`src/rtl/code_entry_controller.sv`:
```
// Digital lock sequencer: assembles button-edge digits into a fixed-length code, checks it,
// and holds unlock/error status for timed periods. Optional lockout via CODE_ENTRY_LOCKOUT_EN.
module code_entry_controller #(
    parameter int unsigned NUM_BUTTONS    = 4,
    parameter int unsigned CODE_LENGTH    = 4,
    parameter int unsigned ENTRY_TIMEOUT  = 50000000,
    parameter int unsigned UNLOCK_CYCLES  = 250000000,
    parameter int unsigned ERROR_CYCLES   = 100000000,
    parameter int unsigned MAX_ATTEMPTS   = 3,
    parameter int unsigned LOCKOUT_CYCLES = 1500000000
) (
    input  logic                                         clock,
    input  logic                                         reset,
    input  logic [NUM_BUTTONS-1:0]                       buttonEdge,
    input  logic [CODE_LENGTH*$clog2(NUM_BUTTONS)-1:0]   storedCode,
    output logic                                         unlocked,
    output logic                                         error,
    output logic                                         lockedOut,
    output logic [$clog2(CODE_LENGTH+1)-1:0]             digitCount,
    output logic [2:0]                                   state
);

    localparam int unsigned DW     = $clog2(NUM_BUTTONS);
    localparam int unsigned CW     = $clog2(CODE_LENGTH + 1);
    localparam int unsigned HOLD_A = (ENTRY_TIMEOUT > UNLOCK_CYCLES) ? ENTRY_TIMEOUT : UNLOCK_CYCLES;
    localparam int unsigned HOLD_B = (HOLD_A > ERROR_CYCLES) ? HOLD_A : ERROR_CYCLES;
`ifdef CODE_ENTRY_LOCKOUT_EN
    localparam int unsigned HOLD_MAX = (HOLD_B > LOCKOUT_CYCLES) ? HOLD_B : LOCKOUT_CYCLES;
    localparam int unsigned FW_RAW   = $clog2(MAX_ATTEMPTS + 1);
    localparam int unsigned FW       = (FW_RAW > 2) ? FW_RAW : 2;
`else
    localparam int unsigned HOLD_MAX = HOLD_B;
`endif
    localparam int unsigned TW = (HOLD_MAX > 1) ? $clog2(HOLD_MAX) : 1;

    // Reject degenerate configurations at elaboration.
    if (NUM_BUTTONS < 2 || CODE_LENGTH < 1 || ENTRY_TIMEOUT < 1 || UNLOCK_CYCLES < 1 ||
        ERROR_CYCLES < 1 || MAX_ATTEMPTS < 1 || LOCKOUT_CYCLES < 1) begin : g_param_check
        $error("code_entry_controller: invalid parameter value");
    end

    typedef enum logic [2:0] {
        IDLE       = 3'd0,
        ENTRY      = 3'd1,
        CHECK      = 3'd2,
        UNLOCKED   = 3'd3,
        ERROR_HOLD = 3'd4,
        LOCKOUT    = 3'd5
    } state_e;

    state_e        state_q, state_d;
    logic [TW-1:0] timer_q, timer_d;
    logic [CW-1:0] count_q, count_d;
    logic          mismatch_q, mismatch_d;
    logic          unlocked_q, error_q;
`ifdef CODE_ENTRY_LOCKOUT_EN
    logic [FW-1:0] fail_q, fail_d;
    logic          locked_q;
`endif

    logic          edge_any;
    logic          edge_multi;
    logic [DW-1:0] edge_digit;
    logic [DW-1:0] stored_digit;
    logic          digit_bad;

    // Edge decode and comparison against the stored digit at the current position.
    always_comb begin
        edge_any     = |buttonEdge;
        edge_multi   = edge_any && !$onehot(buttonEdge);
        edge_digit   = '0;
        for (int i = 0; i < NUM_BUTTONS; i++) begin
            if (buttonEdge[i]) edge_digit = DW'(i);
        end
        stored_digit = DW'(storedCode >> (32'(count_q) * DW));
        digit_bad    = edge_multi || (edge_digit != stored_digit);
    end

    // Next-state logic; the shared timer is cleared on every transition.
    always_comb begin
        state_d    = state_q;
        timer_d    = timer_q;
        count_d    = count_q;
        mismatch_d = mismatch_q;
`ifdef CODE_ENTRY_LOCKOUT_EN
        fail_d     = fail_q;
`endif
        case (state_q)
            IDLE: begin
                timer_d = '0;
                if (edge_any) begin
                    mismatch_d = digit_bad;
                    count_d    = CW'(1);
                    state_d    = (CODE_LENGTH == 1) ? CHECK : ENTRY;
                end
            end
            ENTRY: begin
                if (edge_any) begin
                    mismatch_d = mismatch_q | digit_bad;
                    count_d    = count_q + CW'(1);
                    timer_d    = '0;
                    if (count_q == CW'(CODE_LENGTH - 1)) state_d = CHECK;
                end else if (timer_q == TW'(ENTRY_TIMEOUT - 1)) begin
                    state_d    = IDLE;
                    count_d    = '0;
                    mismatch_d = 1'b0;
                    timer_d    = '0;
                end else begin
                    timer_d = timer_q + TW'(1);
                end
            end
            CHECK: begin
                count_d    = '0;
                timer_d    = '0;
                mismatch_d = 1'b0;
                if (mismatch_q) begin
                    state_d = ERROR_HOLD;
`ifdef CODE_ENTRY_LOCKOUT_EN
                    fail_d  = fail_q + FW'(1);
`endif
                end else begin
                    state_d = UNLOCKED;
`ifdef CODE_ENTRY_LOCKOUT_EN
                    fail_d  = '0;
`endif
                end
            end
            UNLOCKED: begin
                // A relocking press is consumed here and never becomes digit 0.
                if (edge_any || timer_q == TW'(UNLOCK_CYCLES - 1)) begin
                    state_d = IDLE;
                    timer_d = '0;
                end else begin
                    timer_d = timer_q + TW'(1);
                end
            end
            ERROR_HOLD: begin
                if (timer_q == TW'(ERROR_CYCLES - 1)) begin
                    timer_d = '0;
`ifdef CODE_ENTRY_LOCKOUT_EN
                    state_d = (fail_q >= FW'(MAX_ATTEMPTS)) ? LOCKOUT : IDLE;
`else
                    state_d = IDLE;
`endif
                end else begin
                    timer_d = timer_q + TW'(1);
                end
            end
`ifdef CODE_ENTRY_LOCKOUT_EN
            LOCKOUT: begin
                if (timer_q == TW'(LOCKOUT_CYCLES - 1)) begin
                    state_d = IDLE;
                    timer_d = '0;
                    fail_d  = '0;
                end else begin
                    timer_d = timer_q + TW'(1);
                end
            end
`endif
            default: begin
                state_d    = IDLE;
                timer_d    = '0;
                count_d    = '0;
                mismatch_d = 1'b0;
            end
        endcase
    end

    // State, datapath and registered status outputs.
    always_ff @(posedge clock or negedge reset) begin
        if (!reset) begin
            state_q    <= IDLE;
            timer_q    <= '0;
            count_q    <= '0;
            mismatch_q <= 1'b0;
            unlocked_q <= 1'b0;
            error_q    <= 1'b0;
`ifdef CODE_ENTRY_LOCKOUT_EN
            fail_q     <= '0;
            locked_q   <= 1'b0;
`endif
        end else begin
            state_q    <= state_d;
            timer_q    <= timer_d;
            count_q    <= count_d;
            mismatch_q <= mismatch_d;
            unlocked_q <= (state_d == UNLOCKED);
            error_q    <= (state_d == ERROR_HOLD);
`ifdef CODE_ENTRY_LOCKOUT_EN
            fail_q     <= fail_d;
            locked_q   <= (state_d == LOCKOUT);
`endif
        end
    end

    assign unlocked   = unlocked_q;
    assign error      = error_q;
    assign digitCount = count_q;
    assign state      = state_q;
`ifdef CODE_ENTRY_LOCKOUT_EN
    assign lockedOut  = locked_q;
`else
    assign lockedOut  = 1'b0;
`endif

endmodule
```
`config.mk`:
```
export PLATFORM = sky130hd
export DESIGN_NAME = code_entry_controller
export DESIGN_NICKNAME = d
export VERILOG_FILES = /design/src/rtl/code_entry_controller.sv
export SDC_FILE = /design/constraint.sdc
export NUM_CORES = 1
export LEC_CHECK = 0
export BUFFER_PORTS_ARGS = -buffer_cell sky130_fd_sc_hd__buf_2
export CORE_ASPECT_RATIO = 0.7
export CORE_MARGIN = 1.5
export CORE_UTILIZATION = 55
export DETAILED_ROUTE_END_ITERATION = 12
export GPL_TIMING_DRIVEN = 0
export PLACE_DENSITY_LB_ADDON = 0.1
export SLEW_MARGIN = 20
export SYNTH_ARGS = -nofsm -noshare
export SYNTH_HDL_FRONTEND = slang
export SYNTH_SLANG_ARGS = --single-unit
```
`constraint.sdc`:
```
create_clock -name clock -period 2.1 [get_ports clock]
set_input_delay 0.105 -clock clock [delete_from_list [all_inputs] [get_ports clock]]
set_output_delay 0.105 -clock clock [all_outputs]
set_load 0.05 [all_outputs]
```
Word level (Yosys, flattened, before mapping)
Cells that the tools add are included.
{ "word_totals": {"regBits": 37, "wordCells": 60} }
{ "classes": {"add_sub_neg": 5, "n_eq_ne": 14, "shifts": 1, "muxes": 24, "bitwise": 2, "n_reduce_logical": 8} }
{ "ops": {"columns": ["op", "count"], "rows": [
  ["$mux 28", 4],
  ["$pmux 28 s3", 1],
  ["$mux 3", 10],
  ["$add 28x1->28 const B", 1],
  ["$eq 28x26->1 const B", 1],
  ["$eq 28x27->1 const B", 1],
  ["$eq 28x28->1 const B", 1],
  ["$pmux 3 s5", 1],
  ["$eq 3x2->1 const B", 4],
  ["$pmux 3 s3", 1],
  ["$shr 8x4->2", 1],
  ["$eq 3x1->1 const B", 2],
  ["$eq 3x3->1 const B", 2],
  ["$add 1x1->2", 2],
  ["$mux 1", 4],
  ["$mux 2", 2],
  ["$reduce_or 4->1", 1],
  ["$add 2x2->3", 1],
  ["$add 3x1->3 const B", 1],
  ["$logic_not 3->1", 1],
  ["$ne 3x3->1 const B", 1],
  ["$pmux 1 s3", 1],
  ["$reduce_and 3->1", 1],
  ["$logic_or 1x1->1", 2],
  ["other kinds (7)", 7]
]} }

Logic depth before layout (Yosys ltp)
{ "logic_depth": {"word_depth": 9, "mapped_depth": 8, "depth_no_buf": 8} }

Least setup slack after synthesis
Ideal clock, no wire load.
{ "synth_path": {"path_type": "register to register", "from": "register count_q[0], in the netlist digitCount[0]", "to": "register mismatch_q", "arrival_ns": 1.917, "required_time_ns": 1.976, "slack_ns": 0.059, "path_stages_with_launch": 6, "synth_period_minus_slack_ns": 2.041, "cell_sequence": "dfrtp_1 mux4_2 mux2i_1 o21ai_0 a21oi_1 a211o_1"} }
{ "synth_between": {"elab_chain_len": 6} }
{ "synth_lines": {"columns": ["item", "line_no", "rtl"], "rows": [
  ["start, declared", "53", "logic [CW-1:0] count_q, count_d;"],
  ["start signal, assigned", "185", "count_q <= count_d;"],
  ["$shr 8x4->2 (*)", "75", "stored_digit = DW'(storedCode >> (32'(count_q) * DW));"],
  ["$ne 2x2->1 (*)", "76", "digit_bad = edge_multi || (edge_digit != stored_digit);"],
  ["$logic_or 1x1->1 (*)", "76", null],
  ["$or 1x1->1", "99", "mismatch_d = mismatch_q | digit_bad;"],
  ["$mux 1", "98", "if (edge_any) begin"],
  ["$pmux 1 s3 (*)", "88", "case (state_q)"],
  ["end signal, assigned", "186", "mismatch_q <= mismatch_d;"],
  ["end, declared", "54", "logic mismatch_q, mismatch_d;"]
]} }
Every way passes the cells marked *; elsewhere a longest branch is shown, timed or not. The select of a mux whose other input is x is not followed.
A chain may end at the register's enable or synchronous reset.

Final worst setup path
{ "layout_path": {"from": "register timer_q[7]", "to": "register timer_q[20]"} }
{ "layout_between": {"elab_chain_len": 4} }
{ "layout_lines": {"columns": ["item", "line_no", "rtl"], "rows": [
  ["start, declared", "52", "logic [TW-1:0] timer_q, timer_d;"],
  ["start signal, assigned", "184", "timer_q <= timer_d;"],
  ["$add 28x1->28, or another cell as far along", "109, 134, 146", null],
  ["$mux 28 or $logic_or 1x1->1 (tied branches)", "103, 130", null],
  ["$mux 28, on equally long branches", "98, 130", null],
  ["$pmux 28 s3 (*)", "88", null],
  ["via timer_d[20]", "52", null]
]} }
The timed path passes the listed nets; every way through them passes the cells marked *.

==> metrics <==
Clock Skew=~0.011 ns; Main synth FF type=dfrtp_1; Die Width=80.8 microns; hold crit path type=input port to flop; largest net degree at the start of global routing=38; GRT Residual Overflow=0; CP endpoint kind=flop; Placed Instances=about 310; Vias/cell=around 6.2; Worst-Margin Slew=0.802 ns; Synth async-reset ratio=100%; slew margin rel.=46.5%; WS Path Type=flop to flop; H-tree Lvls=2; GP Congestion=around 0.85; Max IR drop VDD=0.698 mV; I/O pin count=23; TritonCTS Buffers=5; maximum clock rate=between 400 and 500 MHz; Ys Warns=0; Finished Cell Area=0.00278 sq mm; cell count after synthesis=240; Pleak=1.09 nW; Final Hold Fails=0; CTS max path bufs=2; Netlist Area Pre-Place=0.00233 sq mm; Area growth syn-to-layout=19.3%; CP arrival=2.23 ns; layout cells sized above 1=26.1%; fin cells=335; CP startpoint kind=flop; Post-Syn Nets=261; Vias=2,067; Setup violations, final=0; number of global-route vias before repair=~1,900; core area=0.00399 sq mm; worst setup margin=0.0347 ns; sequential area share after synthesis=39.7%; GRT Resource Usage Total=between 20% and 30%; status=complete, no violations; Final Max Slew Viols=0; Pre-antenna DRT Iters=4; root buffer cell=clkbuf_8; first-pass GRT wire length=9490 microns; PwrDens=~760 mW/mm^2; Die Area=0.00464 sq mm; Final nets=303; Worst-Skew Late Latency=0.30 ns; IO buf count=21; Post-Route WL=5910 microns; row count=19; initial antenna violation count=0; Filler cells=309; Initial Util=58.3%; Placed Instance Area=0.00250 sq mm; Tmin final=2.07 ns; DPL Wire Length=between 3000 and 4000 microns; max_cap viols=0; FF+latch count, synth=37; Iteration-0 DRC Markers=176; Detail Route Antenna Nets=0; DRC=0; Die Span Y=57.5 microns; Mapped Avg Cell Area=9.71 sq um; cell taking the most area after synthesis=dfrtp_1; final worst-path cycle share=98.3%; ANT cells=0; DR WL/cell=17.6 microns; Yosys cell types=49; CP max FO=10; DP Worst Slack=-0.100 ns; setup_tns=0 ns; CTS tree=done; worst path required time=between 2 and 2.5 ns; EDFF count, synth=0; clock-pin slew on the worst setup and hold paths=approximately 0.080 ns; clk sinks=37; area share of the largest cell type after synthesis=39.7%; post-layout util=between 60% and 70%; synth top area cells=dfrtp_1, a31oi_1, xnor2_1
path summary, 6_finish.rpt:
path                          endpoint  cells past startpoint          start  slack (ns)
setup / recovery           timer_q[20]                      8     timer_q[7]        0.03
hold / removal              mismatch_q                      4  buttonEdge[2]        0.27
setup reg to reg           timer_q[20]                      8     timer_q[7]        0.03
hold reg to reg             timer_q[0]                      1     timer_q[0]        0.52
max in group asynchronous  timer_q[14]                      2          reset        1.12
min in group asynchronous  timer_q[10]                      2          reset        0.43
worst max-delay path, cell delays in order (launching register included):
cell and delay, ns:
dfrtp_1 0.38, buf_6 0.13, or4b_4 0.54, nor3_4 0.18, buf_4 0.16, a31oi_4 0.10, nand3_4 0.19, buf_8 0.16
a31oi_1 0.10
where the power goes:
part | internal [W] | switching (W) | leakage [nW]
Sequential | 0.000773 | 0.0000945 | 0.500
Combinational | 0.000274 | 0.000490 | 0.548
Clock | 0.000236 | 0.000256 | 0.0395
Total | 0.00128 | 0.000841 | 1.09
metrics by stage:
| stage | hold slack (ns) | total power (W) |
|---|---|---|
| after floorplan | -0.191 | 0.00141 |
| after global placement | 0.239 | 0.00158 |
| after detailed placement | 0.247 | 0.00159 |
| after CTS | 0.253 | 0.00209 |
| after global routing | 0.355 | 0.00224 |
| final | 0.268 | 0.00212 |
flip-flops by register name (all words and copies together) (netlist names):
| register | count |
|---|---|
| state | 3 |
| unlocked | 1 |
| digitCount | 3 |
| error | 1 |
| timer_q | 28 |
| mismatch_q | 1 |
synthesized netlist by cell type (all sizes together), types with 2 or more instances:
master,instances
dfrtp,37
a31oi,30
xnor2,18
nand2,15
inv,13
nor2,13
nor4,11
buf,10
nand3,10
nand4,10
a21oi,7
nor3,7
xor2,7
ha,6
and3,4
clkbuf,4
nor2b,4
mux2i,3
o21ai,3
and2,2
and4,2
mux4,2
nand2b,2
nand4b,2
o22ai,2
or2,2
or3,2
area by class of cell:
class                   instances  area [sq um]  area share [%]
plain buffers                  13           108            3.87
clock buffers                   8          80.1            2.88
inverters                      13          48.8            1.76
multi-input cells             176          1330            47.8
flip-flops and latches         37           928            33.4
well taps                      52          65.1            2.34
repair buffers                 36           220            7.92
cells in the final DEF, fill, tap and decap left out, types with 2 or more instances in the layout:
cell type	count
o22ai_1	2
buf_8	2
dfrtp_2	2
nand2b_1	2
buf_4	15
nand3_4	2
dfrtp_1	35
nand4_2	2
nand3_1	8
nor2b_1	4
nor4_2	3
xnor2_1	18
o21ai_0	2
mux2i_1	3
and2_1	2
nor3_1	5
a31oi_1	28
xor2_1	7
clkbuf_4	2
nand4b_1	2
nand4_1	7
inv_1	13
mux4_2	2
buf_6	3
or2_2	2
nand2_1	15
and3_1	3
clkbuf_1	6
nor2_1	13
buf_2	23
a21oi_1	7
nor4_1	7
ha_1	6
clkbuf_8	5
routing by layer:
layer  vias up  track usage, %  routed length (microns)  share of wire (%)
li1        966               -                        -                  -
met1      1003            41.2                     2900                 49
met2        86            38.3                     2490                 42
met3        12            7.04                      410                6.9
met4         0            9.85                      103                1.7
met5         -               0                        0                  0
logic make-up (layout without fill, tap and decap cells):
logic type	after synthesis	count (layout)	share of synthesized area (%)
AO/OA/AOI/OAI	47	47	12.9
XOR/XNOR	25	25	9.40
adder cells (fa/ha/maj)	7	7	4.08
buffers and inverters	27	70	6.34
flip-flops	37	37	39.7
multiplexers	5	5	3.22
other	1	1	0.161
AND/OR/NAND/NOR	91	91	24.1
repair_timing:
| item | in CTS | in global routing |
|---|---|---|
| endpoints found under the hold margin | 37 | 0 |
| setup buffers | 4 | 9 |
| endpoints found under the setup margin | 21 | 32 |
| pin swaps | 1 | 9 |
| hold buffers | 1 | 0 |
| resized for setup | 3 | 17 |
| cloned | 0 | 1 |
Note: power is estimated with default switching activity, not from simulation.
